==> config.mk <==
export PLATFORM = sky130hd
export DESIGN_NAME = hmc_tx_token_ctrl
export DESIGN_NICKNAME = d
export VERILOG_FILES = /design/src/rtl/hmc_tx_token_ctrl_pkg.sv /design/src/rtl/hmc_tx_token_ctrl_sat_counter.sv /design/src/rtl/hmc_tx_token_ctrl.sv
export SDC_FILE = /design/constraint.sdc
export NUM_CORES = 1
export LEC_CHECK = 0
export BUFFER_PORTS_ARGS = -buffer_cell sky130_fd_sc_hd__buf_4
export CAP_MARGIN = 0
export CORE_MARGIN = 2
export CORE_UTILIZATION = 50
export DETAILED_ROUTE_END_ITERATION = 10
export GPL_ROUTABILITY_DRIVEN = 0
export PLACE_DENSITY_LB_ADDON = 0.3
export REMOVE_ABC_BUFFERS = 1
export SLEW_MARGIN = 25
export SYNTH_ARGS = -nofsm -noshare
export SYNTH_HDL_FRONTEND = slang
export SYNTH_HIERARCHICAL = 1
export SYNTH_SLANG_ARGS = --single-unit
==> constraint.sdc <==
create_clock -name clk -period 4.2 [get_ports clk]
set_input_delay 0.42 -clock clk [delete_from_list [all_inputs] [get_ports clk]]
set_output_delay 0.42 -clock clk [all_outputs]
set_load 0.005 [all_outputs]
==> src/rtl/hmc_tx_token_ctrl_pkg.sv <==
// Shared HMC token-flow definitions: widths, packet limits and the
// link token state machine encoding used by the TX and RX token blocks.
package hmc_tx_token_ctrl_pkg;

    localparam int HMC_TOKEN_W   = 10;
    localparam int MAX_PKT_FLITS = 9;
    localparam int RTC_FIELD_W   = 5;

    typedef enum logic [1:0] {
        TOK_IDLE,
        TOK_LOAD,
        TOK_RUN,
        TOK_ERR
    } tok_state_e;

    function automatic logic lng_legal(input logic [3:0] lng);
        return (lng != 4'd0) && (lng <= 4'(MAX_PKT_FLITS));
    endfunction

endpackage

==> src/rtl/hmc_tx_token_ctrl_sat_counter.sv <==
// Parametric saturating up-counter; holds at all-ones instead of wrapping.
module hmc_sat_counter #(
    parameter int W = 16
) (
    input  logic         clk,
    input  logic         res_n,
    input  logic         i_inc,
    output logic [W-1:0] o_count
);

    logic [W-1:0] r_cnt;

    always_ff @(posedge clk or negedge res_n) begin
        if (!res_n) begin
            r_cnt <= '0;
        end else if (i_inc && (r_cnt != '1)) begin
            r_cnt <= r_cnt + 1'b1;
        end
    end

    assign o_count = r_cnt;

endmodule

==> src/rtl/hmc_tx_token_ctrl.sv <==
// TX credit manager: gates packet issue on HMC input-buffer tokens,
// deducts on accept and replenishes from RX return-token counts.
module hmc_tx_token_ctrl
    import hmc_tx_token_ctrl_pkg::*;
#(
    parameter int FPW                = 4,
    parameter int LOG_FPW            = $clog2(FPW),
    parameter int LOG_MAX_HMC_TOKENS = HMC_TOKEN_W,
    parameter int STALL_CNT_W        = 16
) (
    input  logic                          clk,
    input  logic                          res_n,
    input  logic [LOG_MAX_HMC_TOKENS-1:0] rf_tokens_init,
    input  logic                          rf_link_up,
    input  logic                          tx_req_valid,
    input  logic [3:0]                    tx_req_lng,
    output logic                          tx_req_ready,
    input  logic                          rx_rtc_valid,
    input  logic [RTC_FIELD_W+LOG_FPW-1:0] rx_rtc,
    output logic [LOG_MAX_HMC_TOKENS-1:0] tokens_av,
    output logic [STALL_CNT_W-1:0]        stall_cnt,
    output logic                          err_overflow,
    output logic                          err_lng
);

    localparam int TW  = LOG_MAX_HMC_TOKENS;
    localparam int RCW = RTC_FIELD_W + LOG_FPW;

    tok_state_e    r_state;
    tok_state_e    w_state_nxt;
    logic [TW-1:0] r_tokens;
    logic [TW-1:0] w_tokens_nxt;
    logic          r_err_ovf;
    logic          r_err_lng;
    logic          w_ovf_set;

    logic          w_run;
    logic          w_lng_ok;
    logic          w_ready;
    logic          w_accept;
    logic [TW:0]   w_lng_ext;
    logic [TW:0]   w_sub;
    logic [TW:0]   w_add;
    logic [TW:0]   w_sum;

    assign w_run     = (r_state == TOK_RUN);
    assign w_lng_ok  = lng_legal(tx_req_lng);
    assign w_lng_ext = {{(TW-3){1'b0}}, tx_req_lng};

    // Ready looks only at the registered count; same-cycle RTC is not credited.
    assign w_ready  = w_run && w_lng_ok && ({1'b0, r_tokens} >= w_lng_ext);
    assign w_accept = tx_req_valid && w_ready;

    assign w_sub = w_accept ? w_lng_ext : '0;
    assign w_add = rx_rtc_valid ? {{(TW+1-RCW){1'b0}}, rx_rtc} : '0;
    assign w_sum = {1'b0, r_tokens} - w_sub + w_add;

    always_comb begin
        w_state_nxt  = r_state;
        w_tokens_nxt = r_tokens;
        w_ovf_set    = 1'b0;
        unique case (r_state)
            TOK_IDLE: begin
                if (rf_link_up) begin
                    w_state_nxt = TOK_LOAD;
                end
            end
            TOK_LOAD: begin
                w_tokens_nxt = rf_tokens_init;
                w_state_nxt  = TOK_RUN;
            end
            TOK_RUN: begin
                if (!rf_link_up) begin
                    w_tokens_nxt = '0;
                    w_state_nxt  = TOK_IDLE;
                end else if (w_sum[TW]) begin
                    w_tokens_nxt = '1;
                    w_ovf_set    = 1'b1;
                    w_state_nxt  = TOK_ERR;
                end else begin
                    w_tokens_nxt = w_sum[TW-1:0];
                end
            end
            TOK_ERR: begin
                w_state_nxt = TOK_ERR;
            end
            default: begin
                w_state_nxt = TOK_IDLE;
            end
        endcase
    end

    always_ff @(posedge clk or negedge res_n) begin
        if (!res_n) begin
            r_state   <= TOK_IDLE;
            r_tokens  <= '0;
            r_err_ovf <= 1'b0;
            r_err_lng <= 1'b0;
        end else begin
            r_state  <= w_state_nxt;
            r_tokens <= w_tokens_nxt;
            if (w_ovf_set) begin
                r_err_ovf <= 1'b1;
            end
            if (tx_req_valid && !w_lng_ok) begin
                r_err_lng <= 1'b1;
            end
        end
    end

    hmc_sat_counter #(
        .W (STALL_CNT_W)
    ) u_stall_cnt (
        .clk     (clk),
        .res_n   (res_n),
        .i_inc   (w_run && tx_req_valid && !w_ready),
        .o_count (stall_cnt)
    );

    assign tx_req_ready = w_ready;
    assign tokens_av    = r_tokens;
    assign err_overflow = r_err_ovf;
    assign err_lng      = r_err_lng;

endmodule
==> metrics.md, run 1 <==
| Metric | Value |
|---|---|
| Required @ worst endpoint | 4370 ps |
| R2R Setup Slk | between 200 and 250 ps |
| Die Y | around 74 um |
| Slew of the pin with the lowest slew margin | 586 ps |
| IO Port Bufs | 54 |
| Top delay family on crit path | compound AO/OA/AOI/OAI gates |
| Final Worst Setup Slack | ~200 ps |
| Hpwl dp | 4690 um |
| Post-route clock skew | 6.94 ps |
| Total GRT Usage | 0.228 |
| Sequential fraction of the synthesis area | 0.305 |
| Crit path launch type | flop |
| Fin crit share | 0.952 |
| YS warnings | 6 |
| Dpl ws | -28.6 ps |
| Syn Inst Count | 263 |
| Layout cells sized above 1 | 0.280 |
| Setup TNS | 0 ps |
| Hold WS | 56.1 ps |
| Worst Path Arrival | ~4200 ps |
| Max Buffers Root-to-Sink | 2 |
| Static leakage | 1.53 nW |
| Status | completed |
| DR WL/cell | around 15 um |
| Worst VDD drop | 0.441 mV |
| Drt pass-1 iters | 4 |
| Fillers | 386 |
| Wirelength, routed | 6030 um |
| Vias in the first global route | 2033 |
| Final hold violations | 0 |
| Largest stage delay on the critical path | 470 ps |
| Share of async-settable or async-resettable flops after synthesis | 1.00 |
| Post-layout min period | 4000 ps |
| Sink Count | 30 |
| CP Max Fanout | 5 |
| Area grow syn2layout | 26.7% |
| Cell Chain, Critical Path | inv_1, ha_1, nand2b_1, a21oi_1, nor2b_1, o21ai_1, a2111oi_2, buf_4, nand2_1, fa_1, ha_1, a211oi_1, o21a_2, o31ai_4, xnor2_2, buf_4, a21oi_2, a31o_2 |
| Register Area | around 750 um^2 |
| Final ANT Viol Nets | 0 |
| CTS tree | yes |
| Slew Limit Headroom | 0.610 |
| Synth top area share | 0.305 |
| Antenna Cells | 0 |
| Worst path slowest cell | fa_1 |
| Initial drt markers | ~150 |
| Most common cell after layout, fill and taps aside | buf_4 |
| Clock transition at the registers of the reported paths | 70 ps |
| Top cells by area, synth | dfrtp_1 30%, ha_1 13%, inv_1 5.2%, fa_1 3.3%, xnor2_1 3.2% |
| Via total after detailed routing | between 2000 and 2500 |
| Initial antenna violation count | 0 |
| Most used cells in the layout excluding fill and tap cells | 65 x buf_4, 34 x inv_1, 30 x dfrtp_1, 25 x ha_1, 19 x nand2_1 |
| Worst Hold Class | input pin to async pin |
| Die ar. | around 0.0055 mm^2 |
| Cell variety after synth | 53 |
| P per Cell Area | 735 mW/mm^2 |
| Num ports | 55 |
| CP Class | flop to flop |
| Die width | 74.2 um |
| Leading area contributor after synthesis | dfrtp_1 |
| Final Util | 0.661 |
| Setup Viol. Count Final | 0 |
| Fmax achieved | 0.250 GHz |
| Grt ovf | 0 |
| Vias per cell | 5.53 |
| Clock latency at the later pin of the worst-skew pair | 290 ps |
| Largest net degree at the start of global routing | 31 |
| # rows | 25 |
| Flop and latch count out of synthesis | 30 |
| Total CTS buffers | 5 |
| Nets | just under 400 |
| H-tree levels | 2 |
| Pins Over Slew Limit | 0 |
| Ys flop type | dfrtp_1 |
| Core Area | about 0.0047 mm^2 |
| First-pass GRT wire length | a little under 10000 um |
| Clock Tree Root | clkbuf_8 |
| PnR Total Power | between 2 and 2.5 mW |
| Multi-input logic area | 0.00158 mm^2 |
| Worst Setup End Kind | flop |
| Drt drc | 0 |
| Worst path bufs/invs | 3 |
| Synthesized area per cell | 9.37 um^2 |
| Post-Syn Area | 0.00246 mm^2 |
| Initial Utilization | 0.522 |
| Post-synth EDFFs | 0 |
| Number of max-cap violations | 0 |
[sequential cells by signal, summed over array words and instances (netlist names)]
register             flops
u_stall_cnt/o_count     16
tokens_av               10
r_state                  2
err_lng                  1
err_overflow             1
[metrics by stage]
stage          instance area, um^2  std cells
2_1_floorplan                 2450        259
4_1_cts                       3110        398
3_3_place_gp                  3010        390
3_5_place_dp                  3010        390
5_1_grt                       3120        399
6_report                      3120        399
[worst register-to-register path: cells and delay by family (launching register included)]
kind	cells	cell delay, ps
buffers and inverters	3	400
xor gates and xnor gates	1	160
DFF	1	420
AOI/OAI and AO/OA	8	1510
and+or+nand+nor	3	270
adders and majority gates	3	1120
[worst paths after layout]
kind,startpoint,end,depth (start not counted)
worst max-delay path,tokens_av[0],r_state[1],18
worst min-delay path,res_n,u_stall_cnt/o_count[6],1
worst max register to register,tokens_av[0],r_state[1],18
worst min register to register,err_lng,err_lng,1
max in group asynchronous,res_n,tokens_av[9],1
min in group clk,tx_req_valid,err_lng,2
[power breakdown]
part	internal [mW]	leakage (nW)	switching, mW
clock network	0.132	0.0472	0.116
registers	0.375	0.375	0.103
logic	0.759	1.10	0.811
total	1.27	1.53	1.03
[kinds of logic after synthesis]
kind of cell	synth area share
and+or+nand+nor	0.200
buffers and inverters	0.0579
DFF	0.305
muxes	0.00457
AOI/OAI and AO/OA	0.217
adders and majority gates	0.159
xor gates and xnor gates	0.0564
[area by class of cell]
class,count,share of cell area
clock inverters,2,0.00401
multi-input cells,195,0.505
inverters,34,0.0409
flip-flops and latches,30,0.240
well taps,67,0.0269
repair buffers,65,0.156
clock buffers,6,0.0265
[what timing repair did]
action,4_1_cts,5_1_grt
buffers inserted,0,1
hold buffers,0,0
gates resized for setup,0,3
endpoints found under the setup margin,0,13
[synthesized netlist by cell type (all sizes together) (6+ instances only)]
library cell  number
a21o               6
a21oi             10
and2               6
dfrtp             30
ha                25
inv               34
nand2             19
nand3              8
nand4             10
nor2              10
o21a               7
o21ai             15
o22a               7
xnor2             10
[routing by layer]
layer  part of all wire  GRT usage  wire length (um)  vias to the layer above
li1                   -          -                 -                     1082
met5                  0          0                 0                        -
met1               0.49      0.327              2960                     1061
met3              0.037     0.0420               224                        5
met4             0.0080     0.0525                48                        0
met2               0.46      0.361              2800                       57
Note: power is estimated with default switching activity, not from simulation.
==> run 2, diff against run 1 <==
==> constraint.sdc (replaced) <==
create_clock -name clk -period 4.2 [get_ports clk]
set_input_delay 0.42 -clock clk [delete_from_list [all_inputs] [get_ports clk]]
set_output_delay 0.42 -clock clk [all_outputs]
set_load 0.1 [all_outputs]
==> run 2 against run 1 <==
  * Sequential share of layout area decreased by 0.058 points
  * Worst hold slack improved by 8.9 ps
  * Clock power about the same
  * Utilization increased by 0.16 points
  * Via count increased by 0.36%
  * Count of clock-buffer cells in the layout unchanged
  * Sequential cell count unchanged
  * Largest cell class unchanged
  * Highest routed layer unchanged
==> metrics.md, run 2 (same netlist as run 1, synthesis figures left out) <==
| Metric | Value |
|---|---|
| P per Cell Area | 898 mW/mm^2 (was 735 mW/mm^2) |
| Hold Buf Count CTS | 0 (unchanged) |
| Worst Hold Class | input pin to async pin (unchanged) |
| Pins Over Slew Limit | 0 (unchanged) |
| # rows | 25 (unchanged) |
| H-tree levels | 2 (unchanged) |
| Fmax achieved | 0.254 GHz (was 0.250 GHz) |
| Final Util | 0.663 (was 0.661) |
| Worst VDD drop | 0.468 mV (was 0.441 mV) |
| Hpwl dp | 4610 um (was 4690 um) |
| Crit path launch type | flop (unchanged) |
| Die ar. | 0.00550 mm^2 (unchanged) |
| Num ports | 55 (unchanged) |
| Slew Limit Headroom | 0.576 (was 0.610) |
| Final hold violations | 0 (unchanged) |
| Layout cells sized above 1 | 0.282 (was 0.280) |
| Total GRT Usage | 0.225 (was 0.228) |
| Status | completed (unchanged) |
| Clock Tree Root | clkbuf_8 (unchanged) |
| Setup Fix Bufs, Post-CTS | 0 (unchanged) |
| Initial Utilization | 0.522 (unchanged) |
| Grt ovf | 0 (unchanged) |
| RSZ-0062 raised after global routing | no |
| Dpl cell area | 0.00303 mm^2 (was 0.00301 mm^2) |
| First-pass GRT wire length | 9570 um (was 9690 um) |
| CP Class | flop to flop (unchanged) |
| Drt drc | 0 (unchanged) |
| Most used cells in the layout excluding fill and tap cells | 66 x buf_4, 34 x inv_1, 30 x dfrtp_1, 25 x ha_1, 19 x nand2_1 (was 65 x buf_4, 34 x inv_1, 30 x dfrtp_1, 25 x ha_1, 19 x nand2_1) |
| Fillers | 399 (was 386) |
| Largest net degree at the start of global routing | 31 (unchanged) |
| FF-to-FF path depth | 17 (was 18) |
| Static leakage | 1.53 nW (about the same) |
| DR WL/cell | 14.7 um (was 15.1 um) |
| Final ANT Viol Nets | 0 (unchanged) |
| Antenna Cells | 0 (unchanged) |
| # resized after CTS | 0 (unchanged) |
| Max reg flops | 16 (unchanged) |
| Number of max-cap violations | 0 (unchanged) |
| Nets | 387 (was 386) |
| Drt pass-1 iters | 4 (unchanged) |
| Initial drt markers | 133 (was 152) |
| Area grow syn2layout | 27.0% (was 26.7%) |
| IO Port Bufs | 54 (unchanged) |
| Required @ worst endpoint | 4420 ps (was 4370 ps) |
| Vias in the first global route | 2087 (was 2033) |
| Sink Count | 30 (unchanged) |
| Wirelength, routed | 5880 um (was 6030 um) |
| Most common cell after layout, fill and taps aside | buf_4 (unchanged) |
| Setup Viol. Count Final | 0 (unchanged) |
| Die width | 74.2 um (unchanged) |
| Vias per cell | 5.53 (about the same) |
| Core Area | 0.00472 mm^2 (unchanged) |
| CTS tree | yes (unchanged) |
| Post-route clock skew | 2.04 ps (was 6.94 ps) |
| Slew of the pin with the lowest slew margin | 635 ps (was 586 ps) |
| Max Buffers Root-to-Sink | 2 (unchanged) |
| Clock transition at the registers of the reported paths | 70 ps (about the same) |
| Worst Path Arrival | 4160 ps (was 4170 ps) |
| Initial antenna violation count | 0 (unchanged) |
| Clock latency at the later pin of the worst-skew pair | 280 ps (was 290 ps) |
| Worst Setup End Kind | flop (unchanged) |
| Via total after detailed routing | 2213 (was 2205) |
| Total CTS buffers | 5 (unchanged) |
| Post-route cell area | 0.00313 mm^2 (was 0.00312 mm^2) |
| Fin crit share | 0.939 (was 0.952) |
| CP Max Fanout | 6 (was 5) |
| Die Y | 74.2 um (unchanged) |
| Post-layout min period | 3940 ps (was 4000 ps) |
-- run 2: changes by cell type in the layout (fill, tap and decap cells not counted), sizes merged --
cell,previous run,this run
buf,65,66
-- run 2: per-layer routing --
metal / global-route usage / share of wire / vias to the layer above
met5: 0 / 0 / -
met4: 0.0828 / 0.011 / 0
met3: 0.0271 / 0.064 / 6
met2: 0.345 / 0.45 / 73
met1: 0.327 / 0.48 / 1043
li1: - / - / 1091
-- run 2: per-stage QoR --
stage	setup WS (ps)	std cells	total power, mW	hold WS, ps	TNS, ps
after floorplan	-1260	259	2.02	124	-21060
after global placement	61.4	392	2.51	372	0
after detailed placement	-7.34	392	2.54	376	-7.34
after CTS	33.0	400	2.80	74.9	0
after global routing	32.8	400	3.01	81.6	0
final	257	400	2.81	65.0	0
-- run 2: report_power, final --
group / switching (mW) / internal, mW / leakage [nW] / total (mW)
sequential: 0.0891 / 0.375 / 0.375 / 0.464
clock: 0.114 / 0.132 / 0.0472 / 0.246
combinational: 1.33 / 0.767 / 1.11 / 2.10
total: 1.54 / 1.27 / 1.53 / 2.81
-- run 2: path summary, 6_finish.rpt --
check / endpoint / start / slack (ps)
worst min register to register: err_lng / err_lng / 480
worst min-delay path: err_lng / res_n / 60
min in group clk: err_lng / tx_req_valid / 360
worst max-delay path: tokens_av[3] / tokens_av[0] / 260
worst max register to register: tokens_av[3] / tokens_av[0] / 260
max in group asynchronous: tokens_av[6] / res_n / 3850
-- run 2: cell type report --
cell class | count | area (um^2) | share of cell area
clock buffers | 6 | 82.6 | 0.0264
clock inverters | 2 | 12.5 | 0.00400
inverters | 34 | 128 | 0.0408
multi-input cells | 195 | 1580 | 0.504
flip-flops and latches | 30 | 751 | 0.240
well taps | 67 | 83.8 | 0.0268
repair buffers | 66 | 495 | 0.158
-- run 2: worst max-delay path: stages (launching register included) --
cell and delay (ps):
dfrtp_1 430, inv_1 60, ha_1 260, nand2b_1 90, a21oi_1 60, nor2b_1 110, o21ai_1 100, a2111oi_2 350
nand2_1 140, fa_1 530, fa_1 460, a211oi_1 250, o21a_2 230, o31ai_4 90, xnor2_2 150, buf_4 160
o21ai_4 210, o22a_1 190
